### src/rtl/btn_cmd_encoder.sv
// Four-button front end: 2-flop sync, per-bit debounce, rising-edge press detect and a
// one-shot priority encoder that locks out further commands until all buttons are released.
module btn_cmd_encoder #(
    parameter int DEBOUNCE_CYCLES = 1250000,
    parameter int CNT_W           = 21
) (
    input  logic       clk,
    input  logic       rst_n,
    input  logic [3:0] btn_raw,
    output logic [3:0] cmd,
    output logic       cmd_valid,
    output logic [1:0] last_cmd,
    output logic       busy
);

    localparam logic [0:0]       S_IDLE  = 1'b0;
    localparam logic [0:0]       S_HELD  = 1'b1;
    localparam logic [CNT_W-1:0] CNT_MAX = CNT_W'(DEBOUNCE_CYCLES - 1);

    logic [3:0]            s1_q, s2_q;
    logic [3:0]            stable_q, stable_d;
    logic [3:0]            stable_dly_q;
    logic [3:0][CNT_W-1:0] cnt_q, cnt_d;
    logic [0:0]            state_q, state_d;
    logic [3:0]            cmd_q, cmd_d;
    logic                  vld_q, vld_d;
    logic [1:0]            last_q, last_d;
    logic [3:0]            rise;
    logic [1:0]            sel_idx;

    // Any cycle where the synchronised level agrees with the accepted level restarts the count.
    always_comb begin
        stable_d = stable_q;
        cnt_d    = cnt_q;
        for (int i = 0; i < 4; i++) begin
            if (s2_q[i] == stable_q[i]) begin
                cnt_d[i] = '0;
            end else if (cnt_q[i] == CNT_MAX) begin
                stable_d[i] = s2_q[i];
                cnt_d[i]    = '0;
            end else begin
                cnt_d[i] = cnt_q[i] + CNT_W'(1);
            end
        end
    end

    assign rise = stable_q & ~stable_dly_q;

    // Lowest index wins, so the reset-pattern button has top priority.
    always_comb begin
        sel_idx = 2'd0;
        for (int i = 3; i >= 0; i--) begin
            if (rise[i]) begin
                sel_idx = 2'(i);
            end
        end
    end

    always_comb begin
        state_d = state_q;
        cmd_d   = 4'b0000;
        vld_d   = 1'b0;
        last_d  = last_q;
        case (state_q)
            S_IDLE: begin
                if (rise != 4'b0000) begin
                    cmd_d   = 4'b0001 << sel_idx;
                    vld_d   = 1'b1;
                    last_d  = sel_idx;
                    state_d = S_HELD;
                end
            end
            default: begin
                if (stable_q == 4'b0000) begin
                    state_d = S_IDLE;
                end
            end
        endcase
    end

    always_ff @(posedge clk or negedge rst_n) begin
        if (!rst_n) begin
            s1_q         <= '0;
            s2_q         <= '0;
            stable_q     <= '0;
            stable_dly_q <= '0;
            cnt_q        <= '0;
            state_q      <= S_IDLE;
            cmd_q        <= '0;
            vld_q        <= 1'b0;
            last_q       <= '0;
        end else begin
            s1_q         <= btn_raw;
            s2_q         <= s1_q;
            stable_q     <= stable_d;
            stable_dly_q <= stable_q;
            cnt_q        <= cnt_d;
            state_q      <= state_d;
            cmd_q        <= cmd_d;
            vld_q        <= vld_d;
            last_q       <= last_d;
        end
    end

    assign cmd       = cmd_q;
    assign cmd_valid = vld_q;
    assign last_cmd  = last_q;
    assign busy      = (state_q == S_HELD);

endmodule
### config.mk
export PLATFORM = sky130hd
export DESIGN_NAME = btn_cmd_encoder
export DESIGN_NICKNAME = d
export VERILOG_FILES = /design/src/rtl/btn_cmd_encoder.sv
export SDC_FILE = /design/constraint.sdc
export NUM_CORES = 1
export LEC_CHECK = 0
export ABC_CLOCK_PERIOD_IN_PS = 2130
export CELL_PAD_IN_SITES_DETAIL_PLACEMENT = 0
export CELL_PAD_IN_SITES_GLOBAL_PLACEMENT = 1
export CORE_AREA = 2 2 106 108
export CTS_CLUSTER_DIAMETER = 200
export CTS_CLUSTER_SIZE = 40
export DETAILED_ROUTE_END_ITERATION = 12
export DIE_AREA = 0 0 108 110
export PLACE_DENSITY_LB_ADDON = 0.1
export SYNTH_ARGS = -nofsm -noshare
export SYNTH_HDL_FRONTEND = slang
export SYNTH_SLANG_ARGS = --single-unit
### constraint.sdc
create_clock -name clk -period 2.13 [get_ports clk]
set_input_delay 0.3195 -clock clk [delete_from_list [all_inputs] [get_ports clk]]
set_output_delay 0.3195 -clock clk [all_outputs]
set_load 0.01 [all_outputs]
* Word level (Yosys, flattened, before mapping) *
Index checks and enable logic that the tools add are counted.

storage, ports and cells
  flip-flop bits (word level) = 108
  input port bits = 6
  output and inout bits = 8
  word-level logic and storage cells = 60

operators by class
  $add $sub $neg = 4
  equality and inequality tests = 8
  shifts and indexed selects = 1
  multiplexer cells = 18
  bitwise logic cells = 7
  reduce and logical (&&, ||, !) cells = 7

operators with widths
  kind                   count
  $mux 21                8
  $add 21x1->21 const B  4
  $eq 21x21->1 const B   4
  $reduce_and 2->1       5
  $mux 2                 4
  $mux 4                 2
  $not 1->1              5
  $and 4x4->4            1
  $eq 1x1->1             4
  $logic_not 4->1        1
  $mux 1                 4
  $not 4->4              1
  $reduce_bool 4->1      1
  $shl 1x2->4 const A    1

* Depth between registers and ports, before layout *
Gate-level depths: netlist of the first run.

  word-level depth = 9
  gate-level depth with buffers = 7
  depth with buffers taken out = 5

* Worst setup path after synthesis of the first run *
OpenSTA, ideal clock, no wires.

  path kind = register -> register
  start = register cnt_q[21] in the netlist's numbering
  end = register cnt_q[39] in the netlist's numbering
  library setup time = 78 ps
  arrival time = 1811 ps
  required time = 2052 ps
  slack = 241 ps
  cell stages (with the launch flop) = 6
  buffers on the path = 0
  clock period less this slack = 1889 ps
  path through = dfrtp_1 > ha_1 > nand3_2 > or4_1 > or4_1 > a21oi_1

RTL lines
  element                   line  text
  start: declaration        23    logic [3:0][CNT_W-1:0] cnt_q, cnt_d;
  start signal: assignment  97    cnt_q <= cnt_d;

==> results of run 1 <==
layer usage:
layer,routed length [um],part of all wire (%),up-vias
met2,4550,46,35
li1,-,-,1857
met1,4850,50,1819
met4,116,1.2,0
met5,0,0,-
met3,270,2.8,10
power groups by stage:
| stage | combinational (mW) | clock [mW] | sequential, mW |
|---|---|---|---|
| 2_1_floorplan | 0.0519 | 0 | 2.13 |
| 3_3_place_gp | 0.129 | 0 | 2.14 |
| 3_5_place_dp | 0.131 | 0 | 2.14 |
| 4_1_cts | 0.133 | 1.43 | 2.10 |
| 5_1_grt | 0.147 | 1.50 | 2.11 |
| 6_report | 0.127 | 1.37 | 2.10 |
cell type report:
class                   count  area [sq um]
fillers                   989          5000
flip-flops and latches    108          2700
multi-input cells         376          2300
repair buffers             28           255
well taps                 140           175
clock buffers              12           145
clock inverters             4          72.6
inverters                  11          41.3
worst reg2reg max path, stage by stage (launching register included):
cell,delay [ns]
dfrtp_2,0.41
ha_1,0.22
nand3_2,0.15
or4_1,0.60
or4_1,0.41
a21oi_1,0.15
stage by stage:
stage	hold slack (ns)	setup WS (ns)	power, mW	instances	area, sq um
floorplan	0.0239	0.241	2.19	512	5110
global placement	0.333	0.146	2.27	662	5470
detailed placement	0.336	0.0940	2.27	662	5470
CTS	0.350	0.0815	3.66	679	5700
global route	0.353	0.0191	3.76	679	5700
finish	0.355	0.113	3.59	679	5700
cells in the final DEF (no fill, tap or decap), types with 7 or more instances in the layout:
master,instances
nor3_1,9
or4_1,11
a21oi_1,27
nand2_1,33
dfrtp_1,107
xnor2_1,28
nand3_1,29
nor2_1,66
nor4_1,13
o21ai_0,17
nand4_1,19
clkdlybuf4s50_1,12
clkbuf_8,10
and3_1,11
o31ai_1,7
and4_1,7
and2_1,7
xor2_1,26
buf_4,14
or3_1,19
inv_1,11
flip-flops by register name, summed over array words and instances, names as in the netlist:
signal / cells
busy: 1
cmd: 4
cmd_valid: 1
cnt_q: 84
last_cmd: 2
s1_q: 4
s2_q: 4
stable_dly_q: 4
stable_q: 4
worst paths after layout:
check / startpoint / end / slack (ns) / depth (start not counted)
worst min register to register: s1_q[3]$_DFF_PN0_ / s2_q[3]$_DFF_PN0_ / 0.36 / 0
worst max register to register: cnt_q[21]$_DFF_PN0_ / cnt_q[39]$_DFF_PN0_ / 0.11 / 5
min in group asynchronous: rst_n / cnt_q[52]$_DFF_PN0_ / 0.48 / 2
max in group asynchronous: rst_n / cnt_q[21]$_DFF_PN0_ / 0.97 / 3
worst max-delay path: cnt_q[21]$_DFF_PN0_ / cnt_q[39]$_DFF_PN0_ / 0.11 / 5
worst min-delay path: s1_q[3]$_DFF_PN0_ / s2_q[3]$_DFF_PN0_ / 0.36 / 0
cell families after synthesis:
family	count (synthesis)	share of synthesized area [%]
flip-flops	108	52.9
AND/OR/NAND/NOR	252	26.8
XOR/XNOR	54	9.26
AO/OA/AOI/OAI	61	6.84
buffers and inverters	28	2.13
multiplexers	5	1.10
adder cells (fa/ha/maj)	4	0.980
what timing repair did:
item                       in CTS  in global routing
resized for setup               0                  1
hold buffers                    1                  0
hold endpoints to repair       41                  0
setup endpoints to repair       0                  1
==> results by group, run 1 <==
Cells and area
  • Area growth from synthesis to layout: 11.5%
  • Layout cell share with drive strength beyond 1: 8.35%
  • Final nets: 544
  • Final Util: 53.3%
  • ANT cells: 0

Clock network
  • CTS tree: done
  • Setup Fix Bufs, Post-CTS: 0
  • H-Tree Level Count: 3
  • Worst skew pair latency: 0.37 ns
  • Root buffer cell: clkbuf_8
  • CTS sink count: 108
  • Clk slew on worst S/H paths: 0.09 ns
  • Num CTS Buffers: 9
  • Max clock buf depth: 2

Detailed routing
  • Vias: 3721
  • Via-to-Cell Ratio: 5.48
  • DRT iter0 DRCs: 174
  • Residual DRC: 0
  • Final WL: 9.79 mm
  • Mean routed wirelength per cell: 14.4 um
  • Post-route ant nets: 0
  • Pre-antenna DRT Iters: 4

STA
  • Fmax: 0.496 GHz
  • Slew Limit Fails: 0
  • Final period utilization: 94.7%
  • TNS Setup: 0 ns
  • Worst-margin pin slew: 0.582 ns
  • Final setup violation count: 0
  • Rel. slew slack: 61.2%
  • Final hold vios: 0
  • Final min period: 2.02 ns
  • Final clock skew: 0.00906 ns
  • RSZ-0062 raised after global routing: false

Synthesis
  • Post-Syn Area: 5110 sq um
  • Area contributors post-synth: dfrtp_1, nor2_1, xnor2_1, xor2_1, nand3_1
  • Yosys top cell area share: 52.9%
  • Synth area leader: dfrtp_1
  • Post-synth EDFFs: 0
  • Async S/R FF share, synth: 100%
  • Commonest cells post-synth: dfrtp_1, nor2_1, nand2_1
  • Cells after synthesis: 512
  • Syn_nets: 522
  • Top-count cell post-synth: dfrtp_1
  • Number of synthesized register bits: 108
  • Cell variety after synth: 41
  • Seq/Total Area, Yosys: 52.9%
  • Syn_area_per_cell: 9.98 sq um
  • Warnings, synthesis: 0
  • Ys flop type: dfrtp_1

GRT
  • Initial antenna violation count: 0
  • GRT Util Overall: 18.3%
  • GR Util met2: 30.0%
  • Met1 GRT Util: 24.3%
  • Largest net degree at the start of global routing: 45
  • Busiest grt layer: met2
  • Gr ovfl total: 0
  • First-pass GRT wire length: 17.2 mm
  • Met3 Use GR: 4.35%
  • Vias in the first global route: 3641

Critical path
  • Highest-delay cell along the critical path: or4_1
  • Max incr delay on CP: 0.60 ns
  • Worst-path maximum fanout: 6
  • Critical Path, Cell by Cell: ha_1, nand3_2, or4_1, or4_1, a21oi_1
  • Critical Path Start Type: register
  • Crit. End Element: register
  • Data required time of the worst path: 2.43 ns
  • Crit path kind: reg -> reg
  • Critical Path AT: 2.32 ns
  • Largest delay share family, worst path: simple AND/OR/NAND/NOR gates
  • Cell mode on critical path: or4_1
  • WP buf/inv: 0

Floorplanning
  • Initial core utilization: 47.7%
  • Die area: 11900 sq um
  • Chip width: 108 um
  • Row count: 38
  • Die height: 110 um
  • Core Region: 10700 sq um
  • Boundary Pins: 14

Place
  • Final GP Congestion: 0.820
  • PortBufs: 13
  • Dpl hpwl: 6.81 mm

Pwr
  • Switching Share: 21.7%
  • Leakage: 2.34 nW
  • Net load switching power: 0.780 mW
  • Clock power frac: 38.0%
  • Logic pwr share: 3.5%
  • Internal Power: 2.81 mW
  • Max IR drop VDD: 0.441 mV
  • Part of the power in registers: 58.4%
  • Pwr dens: 631 nW/um^2

Worst hold path
  • Min-Delay Path Class: reg -> reg

Run status
  • Status: finished, final reports clean

Run
  • Max cap viols: 0
(Power assumes the default switching activity.)
==> run 2, diff against run 1 <==
--- a/config.mk
+++ b/config.mk
@@ -9,10 +9,10 @@
 export CELL_PAD_IN_SITES_DETAIL_PLACEMENT = 0
 export CELL_PAD_IN_SITES_GLOBAL_PLACEMENT = 1
 export CORE_AREA = 2 2 106 108
-export CTS_CLUSTER_DIAMETER = 200
 export CTS_CLUSTER_SIZE = 40
 export DETAILED_ROUTE_END_ITERATION = 12
 export DIE_AREA = 0 0 108 110
+export MAX_ROUTING_LAYER = met4
 export PLACE_DENSITY_LB_ADDON = 0.1
 export SYNTH_ARGS = -nofsm -noshare
 export SYNTH_HDL_FRONTEND = slang
==> run 2 against run 1 <==
Compared with the run above: non-clock buffer count is the same; register-to-register slack is essentially flat; count of clock-buffer cells in the layout stayed put; clock power barely moved; worst setup slack better by 0.0019 ns; sequential share of layout area did not move; worst hold slack better by 0.00059 ns; critical path depth unchanged; fmax about the same; core utilization stayed put; total power grew 0.11%; sequential cell count did not move; critical endpoint unchanged.
==> results by group, run 2 (synthesis results as in run 1) <==
Clock network
  • Worst skew pair latency: 0.37 ns (about the same)
  • CTS sink count: 108 (unchanged)
  • Root buffer cell: clkbuf_8 (unchanged)
  • Clk slew on worst S/H paths: 0.09 ns (about the same)
  • CTS tree: done (unchanged)
  • Max clock buf depth: 2 (unchanged)
  • H-Tree Level Count: 3 (unchanged)
  • Num CTS Buffers: 9 (unchanged)

Cells and area
  • Layout Cells excl Fill: 679 (unchanged)
  • Largest register FFs: 84 (unchanged)
  • Reg with most FFs: cnt_q (unchanged)
  • Final nets: 544 (unchanged)
  • Area growth from synthesis to layout: 11.5% (unchanged)
  • Layout cell share with drive strength beyond 1: 8.35% (unchanged)
  • ANT cells: 0 (unchanged)
  • Commonest non-fill, non-tap cells in the layout: dfrtp_1, nor2_1, nand2_1 (unchanged)
  • Commonest non-fill, non-tap cell in the layout: dfrtp_1 (unchanged)

Detailed routing
  • Via-to-Cell Ratio: 5.51 (was 5.48)
  • DRT iter0 DRCs: 164 (was 174)
  • Final WL: 9.81 mm (was 9.79 mm)
  • Vias: 3739 (was 3721)
  • Pre-antenna DRT Iters: 6 (was 4)
  • Mean routed wirelength per cell: 14.4 um (about the same)
  • Post-route ant nets: 0 (unchanged)
  • Residual DRC: 0 (unchanged)

Floorplanning
  • Boundary Pins: 14 (unchanged)
  • Core Region: 10700 sq um (unchanged)
  • Initial core utilization: 47.7% (unchanged)
  • Die height: 110 um (unchanged)
  • Row count: 38 (unchanged)
  • Chip width: 108 um (unchanged)
  • Die area: 11900 sq um (unchanged)

Critical path
  • Highest-delay cell along the critical path: or4_1 (unchanged)
  • Crit. End Element: register (unchanged)
  • Critical Path Start Type: register (unchanged)
  • Worst-path maximum fanout: 6 (unchanged)
  • Critical Path, Cell by Cell: ha_1, nand3_2, or4_1, or4_1, a21oi_1 (unchanged)
  • Critical Path AT: 2.32 ns (about the same)
  • Data required time of the worst path: 2.43 ns (about the same)
  • Cell mode on critical path: or4_1 (unchanged)
  • Max incr delay on CP: 0.60 ns (about the same)
  • Crit path kind: reg -> reg (unchanged)

Pwr
  • Max IR drop VDD: 0.441 mV (about the same)
  • Leakage: 2.34 nW (unchanged)
  • Pwr Total: 3.60 mW (was 3.59 mW)
  • Pwr dens: 631 nW/um^2 (about the same)

STA
  • Rel. slew slack: 60.9% (was 61.2%)
  • Worst-margin pin slew: 0.586 ns (was 0.582 ns)
  • TNS Setup: 0 ns (unchanged)
  • Fmax: 0.496 GHz (about the same)
  • Final setup violation count: 0 (unchanged)
  • Slew Limit Fails: 0 (unchanged)
  • Final clock skew: 0.00769 ns (was 0.00906 ns)
  • Final hold vios: 0 (unchanged)
  • Final period utilization: 94.6% (was 94.7%)
  • Final min period: 2.01 ns (was 2.02 ns)
  • RSZ-0062 raised after global routing: false (unchanged)

Place
  • Final GP Congestion: 0.832 (was 0.820)
  • Cell Count Post-Placement: 662 (unchanged)
  • Dpl hpwl: 6.81 mm (unchanged)
  • PortBufs: 13 (unchanged)

Run
  • Max cap viols: 0 (unchanged)

GRT
  • First-pass GRT wire length: 17.3 mm (was 17.2 mm)
  • Largest net degree at the start of global routing: 45 (unchanged)
  • GRT Util Overall: 18.9% (was 18.3%)
  • Vias in the first global route: 3646 (was 3641)
  • Gr ovfl total: 0 (unchanged)
  • Initial antenna violation count: 0 (unchanged)

Run status
  • Status: finished, final reports clean (unchanged)

Worst hold path
  • Min-Delay Path Class: reg -> reg (unchanged)
-- run 2: cell counts in the layout (fill, tap and decap cells not counted) --
No cell type changed its count.
-- run 2: layer usage --
metal	GRT usage, %	vias up	wire, um
met5	-	-	0
met4	5.22	0	101
met2	30.0	31	4590
li1	-	1860	-
met3	4.70	10	278
met1	24.3	1838	4840
-- run 2: metrics by stage --
stage	util (%)	hold slack, ns	cell area, sq um	setup slack (ns)
4_1_cts	53.2	0.350	5700	0.0815
3_5_place_dp	51.1	0.336	5470	0.0940
5_1_grt	53.3	0.349	5700	0.0192
6_report	53.3	0.356	5700	0.115
3_3_place_gp	51.1	0.333	5470	0.146
2_1_floorplan	-	0.0239	5110	0.241
-- run 2: path summary, 6_finish.rpt --
check                                     from                   to  slack, ns  cells after the start
setup / recovery           cnt_q[21]$_DFF_PN0_  cnt_q[39]$_DFF_PN0_       0.12                      5
hold / removal               s1_q[3]$_DFF_PN0_    s2_q[3]$_DFF_PN0_       0.36                      0
setup reg to reg           cnt_q[21]$_DFF_PN0_  cnt_q[39]$_DFF_PN0_       0.12                      5
hold reg to reg              s1_q[3]$_DFF_PN0_    s2_q[3]$_DFF_PN0_       0.36                      0
max in group asynchronous                rst_n  cnt_q[21]$_DFF_PN0_       0.96                      3
min in group asynchronous                rst_n  cnt_q[52]$_DFF_PN0_       0.48                      2
-- run 2: worst max-delay path: cells and delay by family (launching register included) --
family / cells / cell delay [ns]
DFF: 1 / 0.41
AOI/OAI and AO/OA: 1 / 0.15
and+or+nand+nor: 3 / 1.16
adders and majority gates: 1 / 0.22
-- run 2: timing repair --
action | CTS | global route
hold buffers | 1 | 0
endpoints found under the hold margin | 41 | 0
resized for setup | 0 | 1
buffers inserted | 0 | 0
endpoints found under the setup margin | 0 | 1
-- run 2: final cells by class --
type / instances / area (sq um)
fillers: 989 / 5000
flip-flops and latches: 108 / 2700
multi-input cells: 376 / 2300
repair buffers: 28 / 255
well taps: 140 / 175
clock buffers: 12 / 145
clock inverters: 4 / 72.6
inverters: 11 / 41.3
-- run 2: report_power, final --
| part | switching [mW] | total [mW] | internal, mW |
|---|---|---|---|
| clock network | 0.676 | 1.37 | 0.694 |
| registers | 0.0246 | 2.10 | 2.07 |
| logic | 0.0837 | 0.127 | 0.0436 |
| total | 0.784 | 3.60 | 2.81 |
